$ cat config.mk
export PLATFORM = sky130hd
export DESIGN_NAME = energy_norm_pipe
export DESIGN_NICKNAME = d
export VERILOG_FILES = /design/src/rtl/energy_monitor_pkg.sv /design/src/rtl/lzc.sv /design/src/rtl/energy_norm_pipe.sv
export SDC_FILE = /design/constraint.sdc
export NUM_CORES = 1
export LEC_CHECK = 0
export CORE_MARGIN = 2
export CORE_UTILIZATION = 50
export DETAILED_ROUTE_END_ITERATION = 10
export PLACE_DENSITY = 0.75
export SLEW_MARGIN = 5
export SYNTH_ARGS = -nofsm -noshare
export SYNTH_HDL_FRONTEND = slang
export SYNTH_SLANG_ARGS = --single-unit
$ cat constraint.sdc
create_clock -name clk -period 2.1 [get_ports clk]
set_input_delay 0.315 -clock clk [delete_from_list [all_inputs] [get_ports clk]]
set_output_delay 0.315 -clock clk [all_outputs]
set_load 0.03 [all_outputs]
$ cat src/rtl/energy_monitor_pkg.sv
// Shared types and width helpers for the energy monitor datapath.
// norm_res_t is the default-width normaliser result seen by downstream consumers.
package energy_monitor_pkg;

  function automatic int expw_f(input int dataw);
    return $clog2(dataw + 1);
  endfunction

  localparam int NORM_DATAW_DEF = 32;
  localparam int NORM_MANTW_DEF = 16;
  localparam int NORM_TAGW_DEF  = 4;
  localparam int NORM_EXPW_DEF  = expw_f(NORM_DATAW_DEF);

  typedef struct packed {
    logic [NORM_EXPW_DEF-1:0]  exp;
    logic [NORM_MANTW_DEF-1:0] mant;
    logic                      zero;
    logic [NORM_TAGW_DEF-1:0]  tag;
  } norm_res_t;

endpackage

$ cat src/rtl/lzc.sv
// Leading-zero counter (REVERSE=0) or trailing-zero counter (REVERSE=1).
// count = N for an all-zero input; valid flags a non-zero input.
module lzc #(
  parameter int N       = 32,
  parameter bit REVERSE = 1'b0,
  localparam int CW     = $clog2(N + 1)
) (
  input  logic [N-1:0]  data_in,
  output logic [CW-1:0] count,
  output logic          valid
);

  logic [N-1:0] vec;

  genvar gi;
  generate
    for (gi = 0; gi < N; gi++) begin : g_order
      if (REVERSE) begin : g_rev
        assign vec[gi] = data_in[N-1-gi];
      end else begin : g_fwd
        assign vec[gi] = data_in[gi];
      end
    end
  endgenerate

  // Ascending scan: the highest set bit writes last and wins.
  always_comb begin
    count = CW'(N);
    for (int i = 0; i < N; i++) begin
      if (vec[i]) count = CW'(N - 1 - i);
    end
  end

  assign valid = |data_in;

endmodule

$ cat src/rtl/energy_norm_pipe.sv
// Two-stage elastic normaliser: energy word -> (exp, mant, zero) plus sideband tag.
// Define ENERGY_NORM_ROUND_EN for round-half-up on the first dropped bit.
module energy_norm_pipe
  import energy_monitor_pkg::*;
#(
  parameter int DATAW  = 32,
  parameter int MANTW  = 16,
  parameter int TAGW   = 4,
  localparam int EXPW  = expw_f(DATAW)
) (
  input  logic             clk,
  input  logic             reset,
  input  logic             valid_in,
  output logic             ready_in,
  input  logic [DATAW-1:0] data_in,
  input  logic [TAGW-1:0]  tag_in,
  output logic             valid_out,
  input  logic             ready_out,
  output logic [EXPW-1:0]  exp_out,
  output logic [MANTW-1:0] mant_out,
  output logic             zero_out,
  output logic [TAGW-1:0]  tag_out
);

  generate
    if (MANTW < 1 || MANTW > DATAW) begin : g_bad_mantw
      $error("energy_norm_pipe: MANTW must satisfy 1 <= MANTW <= DATAW");
    end
    if (DATAW < 2) begin : g_bad_dataw
      $error("energy_norm_pipe: DATAW must be >= 2");
    end
    if (TAGW < 1) begin : g_bad_tagw
      $error("energy_norm_pipe: TAGW must be >= 1");
    end
  endgenerate

  logic             s1_valid_reg;
  logic [DATAW-1:0] s1_data_reg;
  logic [TAGW-1:0]  s1_tag_reg;
  logic [EXPW-1:0]  s1_lzc_reg;
  logic             s1_nz_reg;

  logic             s2_valid_reg;
  logic [EXPW-1:0]  s2_exp_reg;
  logic [MANTW-1:0] s2_mant_reg;
  logic             s2_zero_reg;
  logic [TAGW-1:0]  s2_tag_reg;

  logic [EXPW-1:0]  lzc_count;
  logic             lzc_valid;
  logic             s2_ready;
  logic             s1_load;

  lzc #(
    .N       (DATAW),
    .REVERSE (1'b0)
  ) u_lzc (
    .data_in (data_in),
    .count   (lzc_count),
    .valid   (lzc_valid)
  );

  // A stage loads when empty or when its downstream takes its word this cycle.
  assign s2_ready = !s2_valid_reg || ready_out;
  assign s1_load  = !s1_valid_reg || s2_ready;
  assign ready_in = s1_load;

  always_ff @(posedge clk) begin
    if (reset) begin
      s1_valid_reg <= 1'b0;
      s1_data_reg  <= '0;
      s1_tag_reg   <= '0;
      s1_lzc_reg   <= '0;
      s1_nz_reg    <= 1'b0;
    end else if (s1_load) begin
      s1_valid_reg <= valid_in;
      if (valid_in) begin
        s1_data_reg <= data_in;
        s1_tag_reg  <= tag_in;
        s1_lzc_reg  <= lzc_count;
        s1_nz_reg   <= lzc_valid;
      end
    end
  end

  logic [DATAW-1:0] shifted;
  logic [MANTW-1:0] mant_next;
  logic [EXPW-1:0]  exp_next;

`ifdef ENERGY_NORM_ROUND_EN
  logic guard;
  generate
    if (MANTW < DATAW) begin : g_guard
      assign guard = shifted[DATAW-1-MANTW];
    end else begin : g_no_guard
      assign guard = 1'b0;
    end
  endgenerate
`endif

  always_comb begin
    shifted   = s1_data_reg << s1_lzc_reg;
    mant_next = MANTW'(shifted >> (DATAW - MANTW));
    exp_next  = s1_nz_reg ? (EXPW'(DATAW - 1) - s1_lzc_reg) : '0;
`ifdef ENERGY_NORM_ROUND_EN
    // A zero word shifts to all zeros, so its guard bit is never set.
    if (guard) begin
      if (&mant_next) begin
        mant_next = MANTW'(1) << (MANTW - 1);
        exp_next  = exp_next + 1'b1;
      end else begin
        mant_next = mant_next + 1'b1;
      end
    end
`endif
  end

  always_ff @(posedge clk) begin
    if (reset) begin
      s2_valid_reg <= 1'b0;
      s2_exp_reg   <= '0;
      s2_mant_reg  <= '0;
      s2_zero_reg  <= 1'b0;
      s2_tag_reg   <= '0;
    end else if (s2_ready) begin
      s2_valid_reg <= s1_valid_reg;
      if (s1_valid_reg) begin
        s2_exp_reg  <= exp_next;
        s2_mant_reg <= mant_next;
        s2_zero_reg <= !s1_nz_reg;
        s2_tag_reg  <= s1_tag_reg;
      end
    end
  end

  assign valid_out = s2_valid_reg;
  assign exp_out   = s2_exp_reg;
  assign mant_out  = s2_mant_reg;
  assign zero_out  = s2_zero_reg;
  assign tag_out   = s2_tag_reg;

endmodule

Word level (Yosys, flattened, before mapping). Cells that the tools add are included.

Add/sub/neg operators: 1. Multiply operators: 0. Div/mod/pow operators: 0. $lt $le $gt $ge: 0. Eq/ne operators: 0. Shift-type cells: 1. Mux-type cells: 33. Bitwise gates (word level): 0. Reduce and logical (&&, ||, !) cells: 8.

Operator list (number): $mux 6 (33); $reduce_or 32->1 (1); $shl 32x6->32 (1); $sub 5x6->6 const A (1); $reduce_and 2->1 (2); $logic_not 1->1 (3); $logic_or 1x1->1 (2).

Bits in registers: 72. Latch bits: 0. Memory bits (writable): 0. Bits in read-only memories: 0. Bits of input ports: 40. Output and inout bits: 29. Logic and storage cells: 53. Memories: 0.

Longest topological paths before layout. Gate-level depths: netlist of run 1.

Depth in word-level cells: 32. Mapped depth: 9. Gate-level depth less buffers: 6.

Modules after synthesis. Synthesis of run 1 repeated with hierarchy kept, for this count alone.

Cell total of the unflattened synthesis: 529. Area, all modules: 4465.5 µm².

Modules (own cells, without submodules): energy_norm_pipe (times used 1, cells each 462, area an instance 4068.9 µm², seq. area each 1441.4 µm²); lzc (times used 1, cells each 67, area an instance 396.6 µm², seq. area each 0.0 µm²).

Worst setup path after synthesis of run 1. Ideal clock, no wire load.

Kind: reg-to-reg. Start point: reg s1_lzc_reg[1]. End point: reg s2_mant_reg[13] (netlist: mant_out[13]). Arrival: 1.746 ns. Data required time: 1.978 ns. Path slack: 0.232 ns. Stages on the path, launching flop included: 7. Path buffers: 1. Path through: dfxtp_1 -> buf_6 -> mux4_2 -> and2_4 -> a311oi_2 -> o31ai_1 -> a221o_1.

Word-level cells in the longest chain between the ends: 1.

Ends and longest elaborated chain: start, declared (RTL line energy_norm_pipe.sv:40) `logic [EXPW-1:0] s1_lzc_reg;`; start signal, assigned (RTL line energy_norm_pipe.sv:80) `s1_lzc_reg <= lzc_count;`; $shl 32x6->32 (RTL line energy_norm_pipe.sv:102) `shifted = s1_data_reg << s1_lzc_reg;`; end signal, assigned (RTL line energy_norm_pipe.sv:129) `s2_mant_reg <= mant_next;`; end, declared (RTL line energy_norm_pipe.sv:45) `logic [MANTW-1:0] s2_mant_reg;`.

Every way passes these cells. A chain may end at the register's enable or synchronous reset.

Final worst setup path of run 1.
Start point: reg s1_lzc_reg[2]. End point: reg s2_mant_reg[14] (netlist: mant_out[14]).

The elaborated chain is that of the path after synthesis.

==> results.toml, run 1 <==
[global_route]
grt_max_degree = 54
overflow = 0
antenna_found_initial = 0
grt_pass1_wl_mm = 21.4
track_usage_pct = 27.9
grt_pass1_vias = 4223

[clock_tree]
htreeDepth = 3
path_clk_slew_ns = 0.09
cts_buffers = 9
clk_latency_ns = 0.36
clk_path_buf_depth = 2
cts_tree = "built"
clock_sinks = 72
postCtsSetupBuffers = 0
clockRootBuffer = "clkbuf_8"

[setup_path]
worstSetupPathType = "reg -> reg"
critPathLaunchType = "flop"
cp_slowest_cell = "dfxtp_1"
max_stage_delay_ns = 0.47
crit_top_cell = "buf_4"
cp_max_fo = 15
endpoint_kind = "flop"
critPathRequiredTime_ns = 2.40
path_cells = "buf_4, buf_4, mux2_2, a21oi_1, nand2_1, o211ai_1, a221o_1"
crit_arrival_ns = 2.32

[timing]
fin_crit_ns = 2.02
drv_slew = 0
clock-skew-final_ns = 0.0108
finalCritPeriodShare_pct = 96.4
slew_headroom_pct = 35.5
rsz0062_at_grt = "false"
fmax_mhz = 494
hold_viol = 0
tightest_slew_ns = 0.965
finalSetupTns_ns = 0
hold_ws_ns = 0.257
finalSetupViolCount = 0

[finish]
final_core_util_pct = 66.9
final_area_sq_um = 5560
largest_reg_flops = 32
nets = 693
drive_above_1_share_pct = 14.4
fin_cells = 763
diodes = 0
final_common_cell = "nand2_1"
layout_common_cells = "nand2_1, dfxtp_1, a21oi_1, clkdlybuf4s50_1, nor2_1"
area_growth_pct = 28.5

[placed_design]
dpl.cell_count = 747
gp_congestion = 0.911
numPortBuffers = 68
dp_hpwl_mm = 9.95
placed_area_sq_um = 5370

[drt]
ant_nets = 0
drcViolationCount = 0
num_vias = 4532
detail_route.iter0.violations = 249
wl_per_cell_microns = 17.3
wl_mm = 13.2
via_per_inst = 5.94
drtPass1Iterations = 4

[floorplanning]
fp.dieH_microns = 97.0
io_pins = 69
rows = 33
core_sq_um = 8300
die_w_microns = 97.0
die_area_sq_um = 9410
initial_core_util_pct = 52.1

[job]
drv_cap = 0

[synthesis]
async_flop_share_pct = 0
synth_cell_types = 53
ys_top_cells_by_area = "dfxtp_1, nand2_1, a21oi_1"
yosysWarningCount = 0
syn_nets = 606
seq_area_frac_synth_pct = 33.3
yosysTopAreaCellShare_pct = 33.3
synth_area_sq_um = 4320
yosysTopAreaCell = "dfxtp_1"
ys_ff_latch = 72
syn_inst = 566
avgSynthCellArea_sq_um = 7.64
synthFlopType = "dfxtp_1"
synth_edf_count = 0

[pwr]
leakage_uw = 0.00208
powerDensity_nw_per_um2 = 574
peakVddDrop_v = 0.000301

[status]
status = "complete, no violations"

[min_path]
min_path_type = "in -> reg"
## metal layers
layer	track usage, %	vias up	part of all wire (%)
li1	-	2213	-
met1	37.9	2122	46
met2	44.2	166	45
met3	4.62	31	5.7
met4	11.2	0	2.9
met5	0	-	0
## worst paths after layout
check                               endpoint           from  cells after the start  slack [ns]
worst min register to register  mant_out[15]   mant_out[15]                      2        0.44
worst max register to register  mant_out[14]  s1_lzc_reg[2]                      7        0.08
worst max-delay path            mant_out[14]  s1_lzc_reg[2]                      7        0.08
worst min-delay path              exp_out[4]          reset                      2        0.26
## area by class of cell
cell class                 instances  area (sq um)
clock inverter                     7          61.3
inverter                          12          45.0
multi-input combinational        441          2650
fill                             760          2740
sequential                        72          1450
timing repair buffer             117          1100
tap                              105           131
clock buffer                       9           124
## worst max-delay path, delay by kind of cell (launching register included)
family | cells | cell delay, ns
AO/OA/AOI/OAI | 3 | 0.55
buffers and inverters | 2 | 0.50
flip-flops | 1 | 0.47
multiplexers | 1 | 0.35
AND/OR/NAND/NOR | 1 | 0.09
## stage by stage
step                      setup WS [ns]  power [uW]
after detailed placement        -0.0610        2150
after floorplan                   0.232        1850
after global routing             0.0126        3330
after global placement          -0.0396        2140
after CTS                        0.0791        3190
final                            0.0750        3190
## where the power goes
group          switching [uW]  total (uW)  internal, uW  leakage (uW)
sequential               66.7        1490          1430      0.000590
clock                     609        1060           449     0.0000884
combinational             344         638           294       0.00140
total                    1020        3190          2170       0.00208
## cells in the mapped netlist (all sizes together) (8+ instances only)
| cell | n |
|---|---|
| buf | 15 |
| a21oi | 67 |
| nor2 | 47 |
| mux2 | 14 |
| nor4 | 8 |
| clkbuf | 26 |
| inv | 12 |
| dfxtp | 72 |
| o21ai | 20 |
| nand3 | 8 |
| nor3 | 8 |
| mux2i | 31 |
| o211ai | 9 |
| nand2 | 134 |
## logic make-up (layout without fill, tap and decap cells)
family	Yosys count	in the layout	share of synthesized area [%]
mux	52	52	14.6
buf+inv	53	145	5.38
flops	72	72	33.3
compound gates	156	156	23.6
simple gates	233	233	23.1
## timing repair
item	CTS	global route
setup endpoints to repair	0	8
hold buffers	0	0
resized for setup	0	2
Note: power is estimated with default switching activity, not from simulation.
==> inputs of run 2 (changes only) <==
- CTS_BUF_LIST: unset -> sky130_fd_sc_hd__clkbuf_4 sky130_fd_sc_hd__clkbuf_8
==> results of run 2 <==
Final layout, timing and power as in run 1 (identical DEF).
==> inputs of run 3 (changes only) <==
- CORE_MARGIN: 2 -> 4
- MAX_ROUTING_LAYER: unset -> met4
==> run 3 against run 2 <==
  * Sequential cell count unchanged
  * Routed wire length increased by 3.2%
  * Die area increased by 8.4%
==> results.toml, run 3 (synthesis results as in run 1) <==
[status]
status = "complete, no violations"

[drt]
drcViolationCount = 0
wl_mm = 13.6
detail_route.iter0.violations = 325
num_vias = 4610
via_per_inst = 5.95
wl_per_cell_microns = 17.5
ant_nets = 0
drtPass1Iterations = 5

[placed_design]
numPortBuffers = 68
dp_hpwl_mm = 10.5
gp_congestion = 0.933

[timing]
clock-skew-final_ns = 0.0185
drv_slew = 0
hold_ws_ns = 0.176
hold_viol = 0
fin_crit_ns = 2.03
finalCritPeriodShare_pct = 96.5
fmax_mhz = 493
slew_headroom_pct = 30.6
rsz0062_at_grt = "false"
finalSetupViolCount = 0
tightest_slew_ns = 1.04

[floorplanning]
core_sq_um = 8300
rows = 33
io_pins = 69
initial_core_util_pct = 52.1
die_w_microns = 101
fp.dieH_microns = 101
die_area_sq_um = 10200

[global_route]
antenna_found_initial = 0
grt_pass1_vias = 4354
track_usage_pct = 27.6
grt_max_degree = 35
grt_pass1_wl_mm = 21.7
overflow = 0

[job]
drv_cap = 0

[clock_tree]
path_clk_slew_ns = 0.10
clockRootBuffer = "clkbuf_8"
cts_buffers = 9
clk_latency_ns = 0.36
clk_path_buf_depth = 2
clock_sinks = 72
htreeDepth = 3
cts_tree = "built"

[setup_path]
crit_arrival_ns = 2.27
critPathLaunchType = "flop"
worstSetupPathType = "reg -> reg"
endpoint_kind = "flop"
critPathRequiredTime_ns = 2.34
cp_max_fo = 16

[finish]
diodes = 0
final_common_cell = "nand2_1"
layout_common_cells = "nand2_1, dfxtp_1, a21oi_1, clkdlybuf4s50_1, buf_4"
final_core_util_pct = 67.9
nets = 705
largest_reg_flops = 32
area_growth_pct = 30.4
drive_above_1_share_pct = 16.4

[min_path]
min_path_type = "in -> reg"

[pwr]
finalPower_uw = 3210
leakage_uw = 0.00213
peakVddDrop_v = 0.000372
powerDensity_nw_per_um2 = 570
## run 3: cell types whose count changed in the layout (fill, tap and decap cells not counted), moves of 2 or more
cell,previous run,this run
buf_4,45,58
buf_12,4,2
o21ai_1,1,3
o21ai_0,19,17
## run 3: final timing paths
kind | startpoint | endpoint | slack [ns] | depth (start not counted)
hold reg to reg | mant_out[15] | mant_out[15] | 0.45 | 2
hold / removal | reset | exp_out[2] | 0.18 | 2
setup / recovery | s1_lzc_reg[1] | mant_out[7] | 0.07 | 7
setup reg to reg | s1_lzc_reg[1] | mant_out[7] | 0.07 | 7
## run 3: what timing repair did
item,4_1_cts,5_1_grt
gates resized for setup,1,9
pin swaps,0,1
buffers inserted,0,1
hold buffers,0,0
setup endpoints to repair,2,7
## run 3: cell type report
class,count,area (sq um)
Clock buffer,9,124
Fill cell,725,2660
Multi-Input combinational cell,441,2660
Inverter,12,45.0
Tap cell,105,131
Clock inverter,7,61.3
Sequential cell,72,1450
Timing Repair Buffer,129,1160
## run 3: through the flow
stage	setup slack, ns	setup TNS, ns	cells	cell area [sq um]
6_report	0.0726	0	775	5640
5_1_grt	0.00155	0	775	5640
4_1_cts	0.00434	0	774	5610
3_5_place_dp	-0.156	-1.51	758	5420
3_3_place_gp	-0.0678	-0.282	758	5420
2_1_floorplan	0.232	0	566	4320
## run 3: power by group
group | internal (uW) | switching, uW | leakage [uW]
combinational | 308 | 358 | 0.00145
clock | 449 | 609 | 0.0000884
sequential | 1430 | 61.1 | 0.000590
## run 3: critical path, cell delays in order (launching register included)
cell	delay [ns]
dfxtp_4	0.41
buf_6	0.16
buf_12	0.15
mux2_4	0.32
o211ai_1	0.29
a21o_1	0.17
o21ai_0	0.07
a221o_1	0.33
## run 3: per-layer routing
metal / vias to the layer above / track usage [%] / routed length, microns
met2: 216 / 42.0 / 6190
met4: 0 / 11.5 / 475
met3: 36 / 4.57 / 910
li1: 2230 / - / -
met1: 2128 / 36.3 / 6010
met5: - / - / 0
==> RTL change, RTL diff (flow settings as in run 3) <==
Add a define of `ENERGY_NORM_ROUND_EN`.
--- a/src/rtl/energy_norm_pipe.sv
+++ b/src/rtl/energy_norm_pipe.sv
@@ -1,4 +1,6 @@
 // Two-stage elastic normaliser: energy word -> (exp, mant, zero) plus sideband tag.
 // Define ENERGY_NORM_ROUND_EN for round-half-up on the first dropped bit.
+`define ENERGY_NORM_ROUND_EN
+
 module energy_norm_pipe
   import energy_monitor_pkg::*;
Formal check against the unedited RTL: not equivalent (Yosys sat finds a counterexample within 4 cycles, from zero or initial values and one cycle with reset high).
==> RTL change against run 3 <==
  * The run now ends with negative setup slack left
  * Total power is 18% higher
  * Final area is 45% higher
  * Clock skew up 0.00052 ns
  * Sequential cell count is the same
  * Setup slack lost 1.1 ns
  * Synthesized cell count rose by 15%
  * Area after synthesis up 21%
  * Routed wire length grew 56%
==> RTL change: results <==
set metrics [dict create \
    routed_wl_um 21200 \
    final_cells 1018 \
    fin_nets 920 \
    grt_max_degree 49 \
    wl_met2_um 10100 \
    setup_slack_ns -1.07 \
    ctsResizeCount 88 \
    wl_met1_um 8330 \
    clock_area_share_pct 2.38 \
    seq_area_share_pct 17.8 \
    p_leak_nw 3.23 \
    layout.nonclk_buf_share_pct 27.5 \
    violations "negative setup slack" \
    outcome "finished, violations left" \
    multi_input_area_share_pct 49.4 \
    drt_iter0_drc 463 \
    dp_cells 979 \
    synth_common_cells "131 x nand2_1, 72 x dfxtp_1, 71 x a21oi_1, 53 x nor2_1, 32 x mux4_2" \
    place_ws_ns -1.16 \
    crit_fanout 7 \
    cpPeakStageDelay_ns 0.63 \
    finalInstanceArea_um2 8160 \
    nFlopsAndLatches 72 \
    comb_power_share_pct 29.7 \
    fillers 678 \
    dpl_cell_area_um2 7230 \
    crit_family "buffers and inverters" \
    seq_area_frac_synth_pct 27.5 \
    setup_viol 22 \
    grt_pass1_wl_um 32500 \
    ir_drop_uv 390 \
    multi_input_cells 514 \
    synth.area.top_cells "dfxtp_1 28%, mux4_2 14%, nand2_1 9.4%, a21oi_1 6.8%, nor2_1 3.8%" \
    worst_pin_slew_ns 0.825 \
    grt_pass1_vias 6199 \
    inv_count 17 \
    grt_usage_pct 36.1 \
    route.met3.wl_um 1510 \
    nClkBuffers 10 \
]
RTL change: path summary, 6_finish.rpt:
check	cells past startpoint	start	slack, ns	end
setup reg to reg	13	s1_lzc_reg[2]	-1.07	mant_out[8]
hold reg to reg	2	mant_out[7]	0.45	mant_out[7]
setup / recovery	13	s1_lzc_reg[2]	-1.07	mant_out[8]
hold / removal	2	reset	0.30	mant_out[4]
RTL change: metal layers:
layer | vias up | global-route usage (%)
met5 | - | -
met4 | 0 | 18.3
met3 | 100 | 6.12
met2 | 340 | 58.7
met1 | 3011 | 43.3
li1 | 2846 | -
RTL change: cell families (layout without fill, tap and decap cells):
family / after synthesis / count (layout) / share of synthesized area, %
fa+ha+maj: 2 / 2 / 0.477
simple gates: 276 / 276 / 24.2
buf+inv: 66 / 296 / 6.45
compound gates: 164 / 164 / 19.9
flops: 72 / 72 / 27.5
xor+xnor: 15 / 15 / 2.51
mux: 57 / 57 / 19.0
